<file path="src/rtl/period_cal_sequencer_if.sv">
// Signal bundle between the calibration sequencer, its start/abort controller and the
// period measurer. start/abort/cal_upd are one-cycle pulses with no back-pressure.
interface period_cal_sequencer_if #(
  parameter int COUNTBW = 20
);
  logic               start;
  logic               abort;
  logic               meas_init;
  logic               meas_locked;
  logic [COUNTBW-1:0] meas_h;
  logic [COUNTBW-1:0] meas_l;
  logic [COUNTBW-1:0] cal_h;
  logic [COUNTBW-1:0] cal_l;
  logic               cal_valid;
  logic               cal_upd;
  logic               busy;
  logic               err_timeout;
  logic               err_range;
  logic [1:0]         attempt;

  modport master (
    output start, abort, meas_locked, meas_h, meas_l,
    input  meas_init, cal_h, cal_l, cal_valid, cal_upd, busy,
           err_timeout, err_range, attempt
  );

  modport slave (
    input  start, abort, meas_locked, meas_h, meas_l,
    output meas_init, cal_h, cal_l, cal_valid, cal_upd, busy,
           err_timeout, err_range, attempt
  );
endinterface

</file>
<file path="src/rtl/period_cal_sequencer.sv">
// Sequences init/lock/range-check of the period measurer and publishes held calibration counts.
// Optional PERIOD_CAL_AUTO_RECAL_EN: automatic recalibration RECAL_PERIOD cycles after DONE.
module period_cal_sequencer #(
  parameter int COUNTBW      = 20,
  parameter int TMRBW        = 32,
  parameter int INIT_CYCLES  = 4,
  parameter int LOCK_TIMEOUT = 50000000,
  parameter int MAX_RETRY    = 3,
  parameter int MIN_COUNT    = 16,
  parameter int MAX_COUNT    = 1000000,
  parameter int RECAL_PERIOD = 500000000
) (
  input  logic                   clk,
  input  logic                   rst_n,
  period_cal_sequencer_if.slave  bus,
  output logic [2:0]             dbg_state_o
);

  typedef enum logic [2:0] {
    S_IDLE      = 3'd0,
    S_INIT      = 3'd1,
    S_WAIT_LOCK = 3'd2,
    S_CHECK     = 3'd3,
    S_DONE      = 3'd4,
    S_FAIL      = 3'd5
  } state_t;

  localparam logic [TMRBW-1:0]   INIT_LAST  = TMRBW'(INIT_CYCLES - 1);
  localparam logic [TMRBW-1:0]   LOCK_LAST  = TMRBW'(LOCK_TIMEOUT - 1);
  localparam logic [1:0]         RETRY_LAST = 2'(MAX_RETRY);
  localparam logic [COUNTBW-1:0] MIN_C      = COUNTBW'(MIN_COUNT);
  localparam logic [COUNTBW-1:0] MAX_C      = COUNTBW'(MAX_COUNT);
`ifdef PERIOD_CAL_AUTO_RECAL_EN
  localparam logic [TMRBW-1:0]   RECAL_LAST = TMRBW'(RECAL_PERIOD - 1);
`endif

  state_t             state_q, state_d;
  logic [TMRBW-1:0]   timer_q, timer_d, timer_inc;
  logic [1:0]         attempt_q, attempt_d;
  logic [COUNTBW-1:0] cal_h_q, cal_h_d, cal_l_q, cal_l_d;
  logic [COUNTBW-1:0] samp_h_q, samp_h_d, samp_l_q, samp_l_d;
  logic               cal_valid_q, cal_valid_d;
  logic               cal_upd_q, cal_upd_d;
  logic               err_timeout_q, err_timeout_d;
  logic               err_range_q, err_range_d;
  logic               in_range;
  logic               restart;
  logic               fail_attempt;
  logic               fail_is_timeout;

  // Saturating increment: a stuck timer must never wrap back into a live compare value.
  assign timer_inc = (timer_q == {TMRBW{1'b1}}) ? timer_q : timer_q + 1'b1;

  assign in_range = (samp_h_q >= MIN_C) && (samp_h_q <= MAX_C) &&
                    (samp_l_q >= MIN_C) && (samp_l_q <= MAX_C);

  always_ff @(posedge clk or negedge rst_n) begin
    if (!rst_n) begin
      state_q       <= S_IDLE;
      timer_q       <= '0;
      attempt_q     <= '0;
      cal_h_q       <= '0;
      cal_l_q       <= '0;
      samp_h_q      <= '0;
      samp_l_q      <= '0;
      cal_valid_q   <= 1'b0;
      cal_upd_q     <= 1'b0;
      err_timeout_q <= 1'b0;
      err_range_q   <= 1'b0;
    end else begin
      state_q       <= state_d;
      timer_q       <= timer_d;
      attempt_q     <= attempt_d;
      cal_h_q       <= cal_h_d;
      cal_l_q       <= cal_l_d;
      samp_h_q      <= samp_h_d;
      samp_l_q      <= samp_l_d;
      cal_valid_q   <= cal_valid_d;
      cal_upd_q     <= cal_upd_d;
      err_timeout_q <= err_timeout_d;
      err_range_q   <= err_range_d;
    end
  end

  always_comb begin
    state_d         = state_q;
    timer_d         = '0;
    attempt_d       = attempt_q;
    cal_h_d         = cal_h_q;
    cal_l_d         = cal_l_q;
    samp_h_d        = samp_h_q;
    samp_l_d        = samp_l_q;
    cal_valid_d     = cal_valid_q;
    cal_upd_d       = 1'b0;
    err_timeout_d   = err_timeout_q;
    err_range_d     = err_range_q;
    restart         = 1'b0;
    fail_attempt    = 1'b0;
    fail_is_timeout = 1'b0;

    case (state_q)
      S_IDLE: restart = bus.start;
      S_INIT: begin
        if (timer_q == INIT_LAST) state_d = S_WAIT_LOCK;
        else                      timer_d = timer_inc;
      end
      S_WAIT_LOCK: begin
        timer_d = timer_inc;
        // Lock beats a same-cycle timeout; results are captured here while they are stable.
        if (bus.meas_locked) begin
          state_d  = S_CHECK;
          timer_d  = '0;
          samp_h_d = bus.meas_h;
          samp_l_d = bus.meas_l;
        end else if (timer_q == LOCK_LAST) begin
          fail_attempt    = 1'b1;
          fail_is_timeout = 1'b1;
        end
      end
      S_CHECK: begin
        if (in_range) begin
          state_d     = S_DONE;
          cal_h_d     = samp_h_q;
          cal_l_d     = samp_l_q;
          cal_valid_d = 1'b1;
          cal_upd_d   = 1'b1;
        end else begin
          fail_attempt = 1'b1;
        end
      end
      S_DONE: begin
`ifdef PERIOD_CAL_AUTO_RECAL_EN
        timer_d = timer_inc;
        restart = bus.start || (timer_q == RECAL_LAST);
`else
        restart = bus.start;
`endif
      end
      S_FAIL:  restart = bus.start;
      default: state_d = S_IDLE;
    endcase

    if (fail_attempt) begin
      timer_d = '0;
      if (attempt_q < RETRY_LAST) begin
        attempt_d = attempt_q + 2'd1;
        state_d   = S_INIT;
      end else begin
        state_d       = S_FAIL;
        err_timeout_d = fail_is_timeout;
        err_range_d   = !fail_is_timeout;
      end
    end

    if (restart) begin
      state_d       = S_INIT;
      timer_d       = '0;
      attempt_d     = '0;
      err_timeout_d = 1'b0;
      err_range_d   = 1'b0;
    end

    // Abort wins over everything, including a passing CHECK in the same cycle.
    if (bus.abort) begin
      state_d       = S_IDLE;
      timer_d       = '0;
      cal_h_d       = cal_h_q;
      cal_l_d       = cal_l_q;
      cal_valid_d   = cal_valid_q;
      cal_upd_d     = 1'b0;
      err_timeout_d = 1'b0;
      err_range_d   = 1'b0;
    end
  end

  assign bus.meas_init   = (state_q == S_IDLE) || (state_q == S_INIT) || (state_q == S_FAIL);
  assign bus.busy        = (state_q == S_INIT) || (state_q == S_WAIT_LOCK) || (state_q == S_CHECK);
  assign bus.cal_h       = cal_h_q;
  assign bus.cal_l       = cal_l_q;
  assign bus.cal_valid   = cal_valid_q;
  assign bus.cal_upd     = cal_upd_q;
  assign bus.err_timeout = err_timeout_q;
  assign bus.err_range   = err_range_q;
  assign bus.attempt     = attempt_q;
  assign dbg_state_o     = state_q;

endmodule

</file>
<file path="src/flat_wrapper.sv">
// flat-port wrapper written by rule: the top's interface ports become plain ports
module period_cal_sequencer_flat 
#(
  parameter int COUNTBW      = 20,
  parameter int TMRBW        = 32,
  parameter int INIT_CYCLES  = 4,
  parameter int LOCK_TIMEOUT = 50000000,
  parameter int MAX_RETRY    = 3,
  parameter int MIN_COUNT    = 16,
  parameter int MAX_COUNT    = 1000000,
  parameter int RECAL_PERIOD = 500000000
)
  (clk, rst_n, dbg_state_o, bus_start, bus_abort, bus_meas_locked, bus_meas_h, bus_meas_l, bus_meas_init, bus_cal_h, bus_cal_l, bus_cal_valid, bus_cal_upd, bus_busy, bus_err_timeout, bus_err_range, bus_attempt);
  period_cal_sequencer_if #(.COUNTBW(COUNTBW)) bus_i ();
  input  logic clk;
  input  logic rst_n;
  output logic [2:0] dbg_state_o;
  input wire logic [$bits(bus_i.start)-1:0] bus_start;
  input wire logic [$bits(bus_i.abort)-1:0] bus_abort;
  input wire logic [$bits(bus_i.meas_locked)-1:0] bus_meas_locked;
  input wire logic [$bits(bus_i.meas_h)-1:0] bus_meas_h;
  input wire logic [$bits(bus_i.meas_l)-1:0] bus_meas_l;
  output wire logic [$bits(bus_i.meas_init)-1:0] bus_meas_init;
  output wire logic [$bits(bus_i.cal_h)-1:0] bus_cal_h;
  output wire logic [$bits(bus_i.cal_l)-1:0] bus_cal_l;
  output wire logic [$bits(bus_i.cal_valid)-1:0] bus_cal_valid;
  output wire logic [$bits(bus_i.cal_upd)-1:0] bus_cal_upd;
  output wire logic [$bits(bus_i.busy)-1:0] bus_busy;
  output wire logic [$bits(bus_i.err_timeout)-1:0] bus_err_timeout;
  output wire logic [$bits(bus_i.err_range)-1:0] bus_err_range;
  output wire logic [$bits(bus_i.attempt)-1:0] bus_attempt;
  assign bus_i.start = bus_start;
  assign bus_i.abort = bus_abort;
  assign bus_i.meas_locked = bus_meas_locked;
  assign bus_i.meas_h = bus_meas_h;
  assign bus_i.meas_l = bus_meas_l;
  assign bus_meas_init = bus_i.meas_init;
  assign bus_cal_h = bus_i.cal_h;
  assign bus_cal_l = bus_i.cal_l;
  assign bus_cal_valid = bus_i.cal_valid;
  assign bus_cal_upd = bus_i.cal_upd;
  assign bus_busy = bus_i.busy;
  assign bus_err_timeout = bus_i.err_timeout;
  assign bus_err_range = bus_i.err_range;
  assign bus_attempt = bus_i.attempt;
  period_cal_sequencer #(.COUNTBW(COUNTBW), .TMRBW(TMRBW), .INIT_CYCLES(INIT_CYCLES), .LOCK_TIMEOUT(LOCK_TIMEOUT), .MAX_RETRY(MAX_RETRY), .MIN_COUNT(MIN_COUNT), .MAX_COUNT(MAX_COUNT), .RECAL_PERIOD(RECAL_PERIOD)) u_core (.clk(clk), .rst_n(rst_n), .bus(bus_i), .dbg_state_o(dbg_state_o));
endmodule
</file>
<file path="config.mk">
export PLATFORM = sky130hd
export DESIGN_NAME = period_cal_sequencer_flat
export DESIGN_NICKNAME = d
export VERILOG_FILES = /design/src/rtl/period_cal_sequencer_if.sv /design/src/rtl/period_cal_sequencer.sv /design/src/flat_wrapper.sv
export SDC_FILE = /design/constraint.sdc
export NUM_CORES = 1
export LEC_CHECK = 0
export CORE_MARGIN = 2
export CORE_UTILIZATION = 40
export CTS_CLUSTER_SIZE = 10
export DETAILED_ROUTE_END_ITERATION = 10
export PLACE_DENSITY = 0.59
export SYNTH_ARGS = -nofsm -noshare
export SYNTH_HDL_FRONTEND = slang
export SYNTH_SLANG_ARGS = --single-unit
</file>
<file path="constraint.sdc">
create_clock -name clk -period 3.2 [get_ports clk]
set_clock_uncertainty 0.1 [all_clocks]
set_input_delay 0.32 -clock clk [delete_from_list [all_inputs] [get_ports clk]]
set_output_delay 0.32 -clock clk [all_outputs]
set_load 0.1 [all_outputs]
</file>
==> results of run 1 <==
logic make-up after synthesis:
| logic type | after synthesis | share of synthesized area |
|---|---|---|
| AO/OA/AOI/OAI | 25 | 0.0323 |
| XOR/XNOR | 31 | 0.0481 |
| adder cells (fa/ha/maj) | 2 | 0.00443 |
| buffers and inverters | 26 | 0.0317 |
| flip-flops | 121 | 0.536 |
| multiplexers | 81 | 0.186 |
| AND/OR/NAND/NOR | 172 | 0.161 |
flip-flops by register name, summed over array words and instances, names as in the netlist:
register / cells
u_core.dbg_state_o: 3
u_core.bus.cal_h: 20
u_core.timer_q: 32
u_core.samp_l_q: 20
u_core.samp_h_q: 20
u_core.bus.err_timeout: 1
u_core.bus.cal_valid: 1
u_core.bus.cal_l: 20
u_core.bus.attempt: 2
u_core.bus.err_range: 1
u_core.bus.cal_upd: 1
layer usage:
metal  vias up  GRT usage  routed length (um)
met2        88      0.263                5800
met4         0     0.0661                 129
met3        11     0.0493                 560
met5         -          0                   0
met1      1947      0.262                6310
li1       1848          -                   -
area by class of cell:
type,instances,area (um^2)
clock inverter,8,118
fill,1163,6490
inverter,7,26.3
sequential,121,3030
clock buffer,24,482
tap,180,225
timing repair buffer,102,1010
multi-input combinational,311,2450
worst max-delay path: stages (launching register included):
cell	delay [ps]
dfrtp_1	400
nor4_1	470
and4_1	260
a311o_1	210
and3_4	220
and3_2	210
buf_12	310
mux2_2	370
repair_timing:
| action | in CTS | in global routing |
|---|---|---|
| hold buffers | 1 | 0 |
| buffers inserted | 0 | 0 |
| endpoints found under the hold margin | 52 | 0 |
worst paths after layout:
path                                                     to                        startpoint  depth (start not counted)  slack (ps)
hold reg to reg            u_core.bus.cal_valid$_DFFE_PN0P_  u_core.bus.cal_valid$_DFFE_PN0P_                          1         380
hold / removal              u_core.bus.cal_l[1]$_DFFE_PN0P_                             rst_n                          2         380
max in group asynchronous      u_core.timer_q[17]$_DFF_PN0_                             rst_n                          3        1810
setup reg to reg            u_core.bus.cal_h[1]$_DFFE_PN0P_    u_core.samp_h_q[0]$_DFFE_PN0P_                          7         520
min in group clk           u_core.bus.cal_valid$_DFFE_PN0P_  u_core.bus.cal_valid$_DFFE_PN0P_                          1         380
setup / recovery            u_core.bus.cal_h[1]$_DFFE_PN0P_    u_core.samp_h_q[0]$_DFFE_PN0P_                          7         520
stage by stage:
stage	setup slack (ps)	cells	hold WS (ps)	total power, uW	util
2_1_floorplan	43.0	458	-75.6	1680	-
3_3_place_gp	568	720	298	1790	0.487
3_5_place_dp	542	720	309	1800	0.487
4_1_cts	540	753	370	3740	0.531
5_1_grt	407	753	385	3830	0.531
6_report	519	753	381	3700	0.531
power groups by stage:
| stage | clock network (uW) | registers [uW] | logic [uW] |
|---|---|---|---|
| floorplan | 0 | 1620 | 63.6 |
| global placement | 0 | 1610 | 178 |
| detailed placement | 0 | 1620 | 181 |
| CTS | 1970 | 1590 | 183 |
| global route | 2050 | 1590 | 196 |
| finish | 1940 | 1590 | 178 |
synth_stat cells, types with 4 or more instances:
master	number	area share
a21oi_1	6	0.0053
and2_1	5	0.0055
and3_1	4	0.0044
and4_1	10	0.016
buf_12	4	0.014
buf_2	7	0.0062
clkbuf_1	7	0.0047
dfrtp_1	121	0.54
inv_1	7	0.0047
mux2_2	40	0.080
mux2_4	38	0.10
nand2_1	25	0.017
nand3_1	15	0.013
nand4_1	10	0.011
nor2_1	50	0.033
nor2b_1	4	0.0044
nor3_1	13	0.012
nor3b_1	5	0.0066
nor4_1	17	0.019
nor4b_1	6	0.0093
o21ai_0	4	0.0035
xnor2_1	29	0.045
==> results.md, run 1 <==
- Status: finished, final reports clean
- CP endpoint kind: flop
- Worst Path Required: 3400 ps
- Post-DP HPWL: 8760 um
- Syn nets: 505
- Initial Util: 0.408
- Share of cells above drive strength 1: 0.216
- Grt total ovfl: 0
- Pleak: 0.00310 uW
- Die X: 123 um
- Die Area: 15100 um^2
- Largest net degree at the start of global routing: 70
- Clk root buf: clkbuf_16
- WP data arrival: 2880 ps
- Ports: 96
- Final instance area: 7340 um^2
- Tcrit/Tclk final: 0.838
- CP Launch Type: flop
- HP Class: in2async
- Net switching power: 776 uW
- Setup TNS: 0 ps
- Insertion delay to the later sink of the worst-skew pair: 410 ps
- Area Overhead vs Synth: 30.0%
- DR vias/cell: 5.17
- Post-synth EDFFs: 0
- Clock buffer depth: 2
- Cell-internal power: 2930 uW
- Maximum vdd drop: 0.343 mV
- Combinational share of power: 0.048
- RSZ-0062 raised after global routing: false
- Count of cell types in the netlist: 43
- Final WL: 12800 um
- Cells resized by post-CTS repair: 0
- Tot GR Track Use: 0.182
- Routed length per instance: 17.0 um
- Clk pwr share: 0.523
- Top_reg_cell synth: dfrtp_1
- Crit Path Class: reg2reg
- Max Fanout on Critical Path: 42
- Clock transition at path regs: 60 ps
- Htree depth: 4
- Final setup fails: 0
- Clock sink count: 121
- Switching part of the total: 0.209
- Gate Count Post-Synth: 458
- YS warnings: 0
- Row count: 43
- Post-route DRC: 0
- Commonest non-fill, non-tap cell in the layout: dfrtp_1
- DRT Pass-1 Iters: 4
- Slew Viols, Final: 0
- Max-Cap Viols: 0
- Most frequent cells in the layout: 121 x dfrtp_1, 88 x clkdlybuf4s50_1, 50 x nor2_1, 40 x mux2_2, 38 x mux2_4
- Fin crit period: 2680 ps
- Synth async-reset ratio: 1.00
- Post-synthesis average cell area: 12.3 um^2
- Placed Area: 6730 um^2
- Nets: 607
- Sequential cell area fraction in the yosys report: 0.536
- CTS tree: done
- Core Box Area: 13800 um^2
- N_diodes: 0
- PD cells: 505 nW/um^2
- Fmax: 373 MHz
- Vias in the first global route: 3880
- Worst slew pin tran: 985 ps
- Final ANT Viol Nets: 0
- CTS Buf Count: 17
- Hold Violations, Final: 0
- Via count: 3894
- First-pass GRT wire length: 20700 um
- GPL Wtd Cong: 0.812
- Port Buffers: 95
- Iteration-0 DRC count of the detailed router: 304
- Die Span Y: 123 um
- Seq cells post-synth: 121
- Initial antenna violation count: 0
- Slew margin rel.: 0.342
- Sequential share of power: 0.429
- Cell Area, Synth: 5650 um^2
Power figures use the tool's default switching activity.
==> run 2, diff against run 1 <==
Settings changed: PLACE_DENSITY 0.59 to 0.61.
Clock period 3.2 ns to 2.4 ns, I/O delays scaled along.
==> results.md, run 2 (synthesis results as in run 1) <==
- Worst-path cell chain: o41a_1 -> a311oi_2 -> a311o_1 -> and3_4 -> and3_4 -> buf_12 -> mux2_4
- Via count: 4094 (+5.1%)
- Clk pwr share: 0.505 (-0.018)
- N_diodes: 0 (unchanged)
- Area Overhead vs Synth: 35.7%
- Iteration-0 DRC count of the detailed router: 278 (-8.6%)
- Worst slew pin tran: 601 ps (-383 ps)
- DR vias/cell: 5.17 (about the same)
- RSZ-0062 raised after global routing: true
- Non-Filler Instances: 792 (+5.2%)
- Failing checks: setup timing
- Core Box Area: 13800 um^2 (unchanged)
- Cell-internal power: 3810 uW (+30%)
- Worst Path Required: 2600 ps (-800 ps)
- Setup TNS: -139 ps (-139 ps)
- PD cells: 639 nW/um^2 (+27%)
- Post-DP HPWL: 9160 um (+4.6%)
- Cell count after placement: 753 (+4.6%)
- Max-Cap Viols: 0 (unchanged)
- Initial Util: 0.408 (unchanged)
- Max Fanout on Critical Path: 14 (-67%)
- Largest net degree at the start of global routing: 56 (-20%)
- GPL Wtd Cong: 0.842 (+3.7%)
- HP Class: in2async
- Tot GR Track Use: 0.190 (+0.00760)
- Net switching power: 1090 uW (+40%)
- CTS Buf Count: 17 (unchanged)
- Fmax: 414 MHz (+11%)
- Nets: 647 (+6.6%)
- Slew margin rel.: 0.599 (+0.258)
- Hold Violations, Final: 0 (unchanged)
- Maximum vdd drop: 0.456 mV (+33%)
- Clock buffer depth: 2 (unchanged)
- Reg-to-reg endpoint: u_core.bus.cal_l[4]$_DFFE_PN0P_
- Most frequent cells in the layout: 118 x dfrtp_1, 90 x buf_4, 49 x nor2_1, 43 x clkdlybuf4s50_1, 40 x mux2_4
- Clk root buf: clkbuf_16
- Slew Viols, Final: 0 (unchanged)
- CTS tree: done
- Worst r2r path cells: 7 (unchanged)
- Initial antenna violation count: 0 (unchanged)
- Grt total ovfl: 0 (unchanged)
- Insertion delay to the later sink of the worst-skew pair: 410 ps (about the same)
- Share of cells above drive strength 1: 0.373 (+0.156)
- Htree depth: 4 (unchanged)
- Clock sink count: 121 (unchanged)
- Pre-CTS setup slack: -211 ps (-754 ps)
- Top cell by count, worst path: and3_4
- Critical Path Slowest Stage Cell: o41a_1
- FF-to-FF Start: u_core.samp_h_q[13]$_DFFE_PN0P_
- Crit-path max cell delay: 430 ps (-40 ps)
- Fillers: 1186 (+2.0%)
- CP Launch Type: flop
- DRT Pass-1 Iters: 5 (+1)
- Commonest non-fill, non-tap cell in the layout: dfrtp_1
- Fin crit period: 2420 ps (-264 ps)
- CP endpoint kind: flop
- Status: complete, but fails checks
- Row count: 43 (unchanged)
- Combinational share of power: 0.063 (+0.015)
- Final ANT Viol Nets: 0 (unchanged)
- Die Span Y: 123 um (unchanged)
- Post-route DRC: 0 (unchanged)
- Port Buffers: 95 (unchanged)
- Worst setup margin: -16.8 ps (-536 ps)
- Vias in the first global route: 4153 (+7.0%)
- Flop2flop setup slack: -20 ps (-540 ps)
- Ports: 96 (unchanged)
- Max reg flops: 32 (unchanged)
- Die X: 123 um (unchanged)
- Final WL: 13500 um (+5.2%)
- First-pass GRT wire length: 21700 um (+5.1%)
- Clock transition at path regs: 60 ps (about the same)
- Sequential share of power: 0.432 (+0.003)
- Final setup fails: 16 (+16)
- Most flops, register: u_core.timer_q
- Tcrit/Tclk final: 1.01 (+0.169)
- Die Area: 15100 um^2 (unchanged)
- Crit Path Class: reg2reg
- Pleak: 0.00341 uW (+9.9%)
- Fin util: 0.554 (+0.0233)
- WP data arrival: 2610 ps (-270 ps)
- Switching part of the total: 0.222 (+0.0124)
- Routed length per instance: 17.0 um (about the same)
[run 2: cell types whose count changed in the layout (fill, tap and decap cells not counted), moves of 4 or more]
| cell | before | now |
|---|---|---|
| nor4_1 | 17 | 13 |
| buf_4 | 11 | 90 |
| clkbuf_1 | 4 | 0 |
| clkdlybuf4s50_1 | 88 | 43 |
[run 2: final cells by class]
| class | count | area [um^2] | share of cell area |
|---|---|---|---|
| Clock buffer | 19 | 453 | 0.0591 |
| Tap cell | 180 | 225 | 0.0294 |
| Inverter | 7 | 26.3 | 0.00343 |
| Clock inverter | 12 | 126 | 0.0165 |
| Multi-Input combinational cell | 311 | 2550 | 0.333 |
| Sequential cell | 121 | 3030 | 0.396 |
| Timing Repair Buffer | 142 | 1240 | 0.162 |
[run 2: per-stage QoR]
| step | cell area (um^2) | hold WS (ps) | power [uW] |
|---|---|---|---|
| 2_1_floorplan | 5660 | -156 | 2240 |
| 3_3_place_gp | 6910 | 183 | 2430 |
| 3_5_place_dp | 6910 | 183 | 2440 |
| 4_1_cts | 7650 | 285 | 4940 |
| 5_1_grt | 7660 | 320 | 5080 |
| 6_report | 7660 | 273 | 4900 |
[run 2: what timing repair did]
item	4_1_cts	5_1_grt
pin swaps	9	7
gates resized for setup	11	14
endpoints found under the setup margin	40	75
buffers inserted	7	2
hold buffers	1	0
endpoints found under the hold margin	44	0
cloned	2	0
[run 2: worst max path at each step]
stage,endpoint,slack (ps),startpoint
after floorplan,u_core.samp_h_q[10]$_DFFE_PN0P_,40,u_core.dbg_state_o[0]$_DFFE_PN0P_
after global placement,u_core.bus.cal_h[1]$_DFFE_PN0P_,-210,u_core.samp_l_q[1]$_DFFE_PN0P_
after detailed placement,u_core.bus.cal_h[1]$_DFFE_PN0P_,-210,u_core.samp_l_q[1]$_DFFE_PN0P_
after CTS,u_core.bus.cal_l[18]$_DFFE_PN0P_,-50,u_core.samp_l_q[8]$_DFFE_PN0P_
after global routing,u_core.bus.cal_l[4]$_DFFE_PN0P_,-100,u_core.samp_h_q[13]$_DFFE_PN0P_
final,u_core.bus.cal_l[4]$_DFFE_PN0P_,-20,u_core.samp_h_q[13]$_DFFE_PN0P_
[run 2: metal layers]
layer  part of all wire  up-vias  track usage
met5                  0        -            0
met4              0.021        0       0.0841
met3              0.047       21       0.0497
met2               0.47      106        0.293
met1               0.46     2047        0.251
li1                   -     1920            -
[run 2: power groups by stage]
| stage | registers (uW) | clock network [uW] | logic (uW) |
|---|---|---|---|
| 2_1_floorplan | 2150 | 0 | 85.4 |
| 3_3_place_gp | 2140 | 0 | 286 |
| 3_5_place_dp | 2150 | 0 | 289 |
| 4_1_cts | 2110 | 2520 | 300 |
| 5_1_grt | 2120 | 2620 | 337 |
| 6_report | 2120 | 2470 | 309 |
[run 2: worst max-delay path: cells and delay by family, from the launching register on]
family / cells / cell delay [ps]
AO/OA/AOI/OAI: 3 / 840
AND/OR/NAND/NOR: 2 / 460
buffers and inverters: 1 / 180
multiplexers: 1 / 310
flip-flops: 1 / 400
==> run 3, diff against run 2 <==
Settings changed: CORE_MARGIN 2 to unset, PLACE_DENSITY 0.61 to 0.59.
Clock period 2.4 ns to 3 ns, I/O delays scaled along.
==> results.md, run 3 (synthesis results as in run 1) <==
- Largest net degree at the start of global routing: 69 (+23%)
- Routed length per instance: 17.1 um (+0.57%)
- Cells resized by post-CTS repair: 0 (-11)
- Status: finished, final reports clean
- Initial antenna violation count: 0 (unchanged)
- Multi-input logic area: 2450 um^2 (-4.1%)
- Max-Cap Viols: 0 (unchanged)
- Post-route DRC: 0 (unchanged)
- Clk root buf: clkbuf_16
- Area Overhead vs Synth: 28.9%
- Grt total ovfl: 0 (unchanged)
- GPL Wtd Cong: 0.777 (-7.7%)
- N_diodes: 0 (unchanged)
- Final ANT Viol Nets: 0 (unchanged)
- DRT Pass-1 Iters: 4 (-1)
- Row count: 43 (unchanged)
- Met2 WL: 5730 um (-9.6%)
- Port Buffers: 95 (unchanged)
- Vias in the first global route: 4005 (-3.6%)
- CP Launch Type: flop
- Flop2flop setup slack: 390 ps (+410 ps)
- Clock buffer depth: 2 (unchanged)
- Origin of the worst setup path: u_core.samp_l_q[12]$_DFFE_PN0P_
- Fmax: 383 MHz (-7.4%)
- Initial Util: 0.408 (unchanged)
- Fillers: 1165 (-1.8%)
- WL met1: 6410 um (+3.5%)
- Iteration-0 DRC count of the detailed router: 309 (+11%)
- Pre-CTS setup slack: 417 ps (+629 ps)
- FF+latch area: 3030 um^2 (-0.12%)
- Max Fanout on Critical Path: 20 (+6)
- RSZ-0062 raised after global routing: false
- Fin crit period: 2610 ps (+192 ps)
- Die Area: 14600 um^2 (-3.2%)
- WP data arrival: 2810 ps (+200 ps)
- Tot GR Track Use: 0.193 (+0.00307)
- Worst r2r path cells: 7 (unchanged)
- Critical Path End: u_core.bus.cal_h[1]$_DFFE_PN0P_
- Setup TNS: 0 ps (+139 ps)
- Worst setup margin: 391 ps (+408 ps)
- DR vias/cell: 5.23 (+1.1%)
- Reg-to-reg endpoint: u_core.bus.cal_h[1]$_DFFE_PN0P_
- Most flops, register: u_core.timer_q
- Max reg flops: 32 (unchanged)
- Crit Path Class: reg2reg
- Die Span Y: 121 um (-1.6%)
- Maximum vdd drop: 0.352 mV (-23%)
- FF-to-FF Start: u_core.samp_l_q[12]$_DFFE_PN0P_
- Slew Viols, Final: 0 (unchanged)
- First-pass GRT wire length: 21400 um (-1.7%)
- Share of cells above drive strength 1: 0.303 (-0.0693)
- Post-CTS Setup Inserts: 0 (-7)
- CP endpoint kind: flop
- Hold Violations, Final: 0 (unchanged)
- Commonest non-fill, non-tap cell in the layout: dfrtp_1
- Clock sink count: 121 (unchanged)
- Nets: 611 (-5.6%)
- Slew margin rel.: 0.424 (-0.175)
- Die X: 121 um (-1.6%)
- Post-DP HPWL: 9100 um (-0.67%)
- WL met3: 524 um (-17%)
- Final setup fails: 0 (-16)
- Worst Path Required: 3200 ps (+600 ps)
- CTS Buf Count: 17 (unchanged)
- Final WL: 12900 um (-3.9%)
- Htree depth: 4 (unchanged)
- Worst slew pin tran: 863 ps (+262 ps)
- Via count: 3958 (-3.3%)
- CTS tree: done
- Uppermost layer routed: met4
- Clock transition at path regs: 60 ps (about the same)
- Pleak: 0.00322 uW (-5.6%)
- PD cells: 541 nW/um^2 (-15%)
- Most frequent cells in the layout: 121 x dfrtp_1, 59 x buf_4, 50 x nor2_1, 43 x clkdlybuf4s50_1, 40 x mux2_2
- HP Class: reg2reg
- Tcrit/Tclk final: 0.870 (-0.137)
- Core Box Area: 13800 um^2 (unchanged)
- Insertion delay to the later sink of the worst-skew pair: 410 ps (about the same)
- Min Hold Slack: 366 ps (+93.6 ps)
- Post-cts hold buffer count: 1 (unchanged)
- Ports: 96 (unchanged)
-- run 3: where the power goes --
group / total, uW / switching [uW] / internal, uW
sequential: 1700 / 33.8 / 1660
clock: 2050 / 696 / 1350
combinational: 193 / 97.9 / 94.7
-- run 3: layout make-up --
type | instances | area share
sequential | 121 | 0.416
inverter | 7 | 0.00361
tap | 180 | 0.0309
clock inverter | 6 | 0.0117
timing repair buffer | 106 | 0.130
clock buffer | 26 | 0.0713
multi-input combinational | 311 | 0.337
-- run 3: metal layers --
layer  track usage  vias to the layer above
li1              -                     1866
met1         0.269                     1982
met2         0.283                       93
met3        0.0495                       17
met4        0.0802                        0
met5             0                        -
-- run 3: worst min path at each step --
stage / depth (start not counted) / from / to / slack [ps]
2_1_floorplan: 0 / rst_n / u_core.bus.attempt[0]$_DFFE_PN0P_ / -100
3_3_place_gp: 1 / u_core.bus.cal_valid$_DFFE_PN0P_ / u_core.bus.cal_valid$_DFFE_PN0P_ / 360
3_5_place_dp: 1 / u_core.bus.cal_valid$_DFFE_PN0P_ / u_core.bus.cal_valid$_DFFE_PN0P_ / 360
4_1_cts: 1 / u_core.bus.cal_valid$_DFFE_PN0P_ / u_core.bus.cal_valid$_DFFE_PN0P_ / 370
5_1_grt: 2 / bus_meas_h[18] / u_core.samp_h_q[18]$_DFFE_PN0P_ / 400
6_report: 1 / u_core.bus.cal_valid$_DFFE_PN0P_ / u_core.bus.cal_valid$_DFFE_PN0P_ / 370
-- run 3: per-stage QoR --
step                power [uW]  cell area [um^2]  std cells   util
floorplan                 1790              5650        458      -
global placement          1920              6660        724  0.482
detailed placement        1920              6660        724  0.482
CTS                       3990              7280        757  0.526
global route              4090              7280        757  0.526
finish                    3940              7280        757  0.526
-- run 3: worst max-delay path, stage by stage (launching register included) --
cell      delay [ps]
dfrtp_1          400
o41a_1           430
a311oi_1         310
a311o_1          220
and3_4           220
and3_2           250
buf_12           210
mux2_2           350
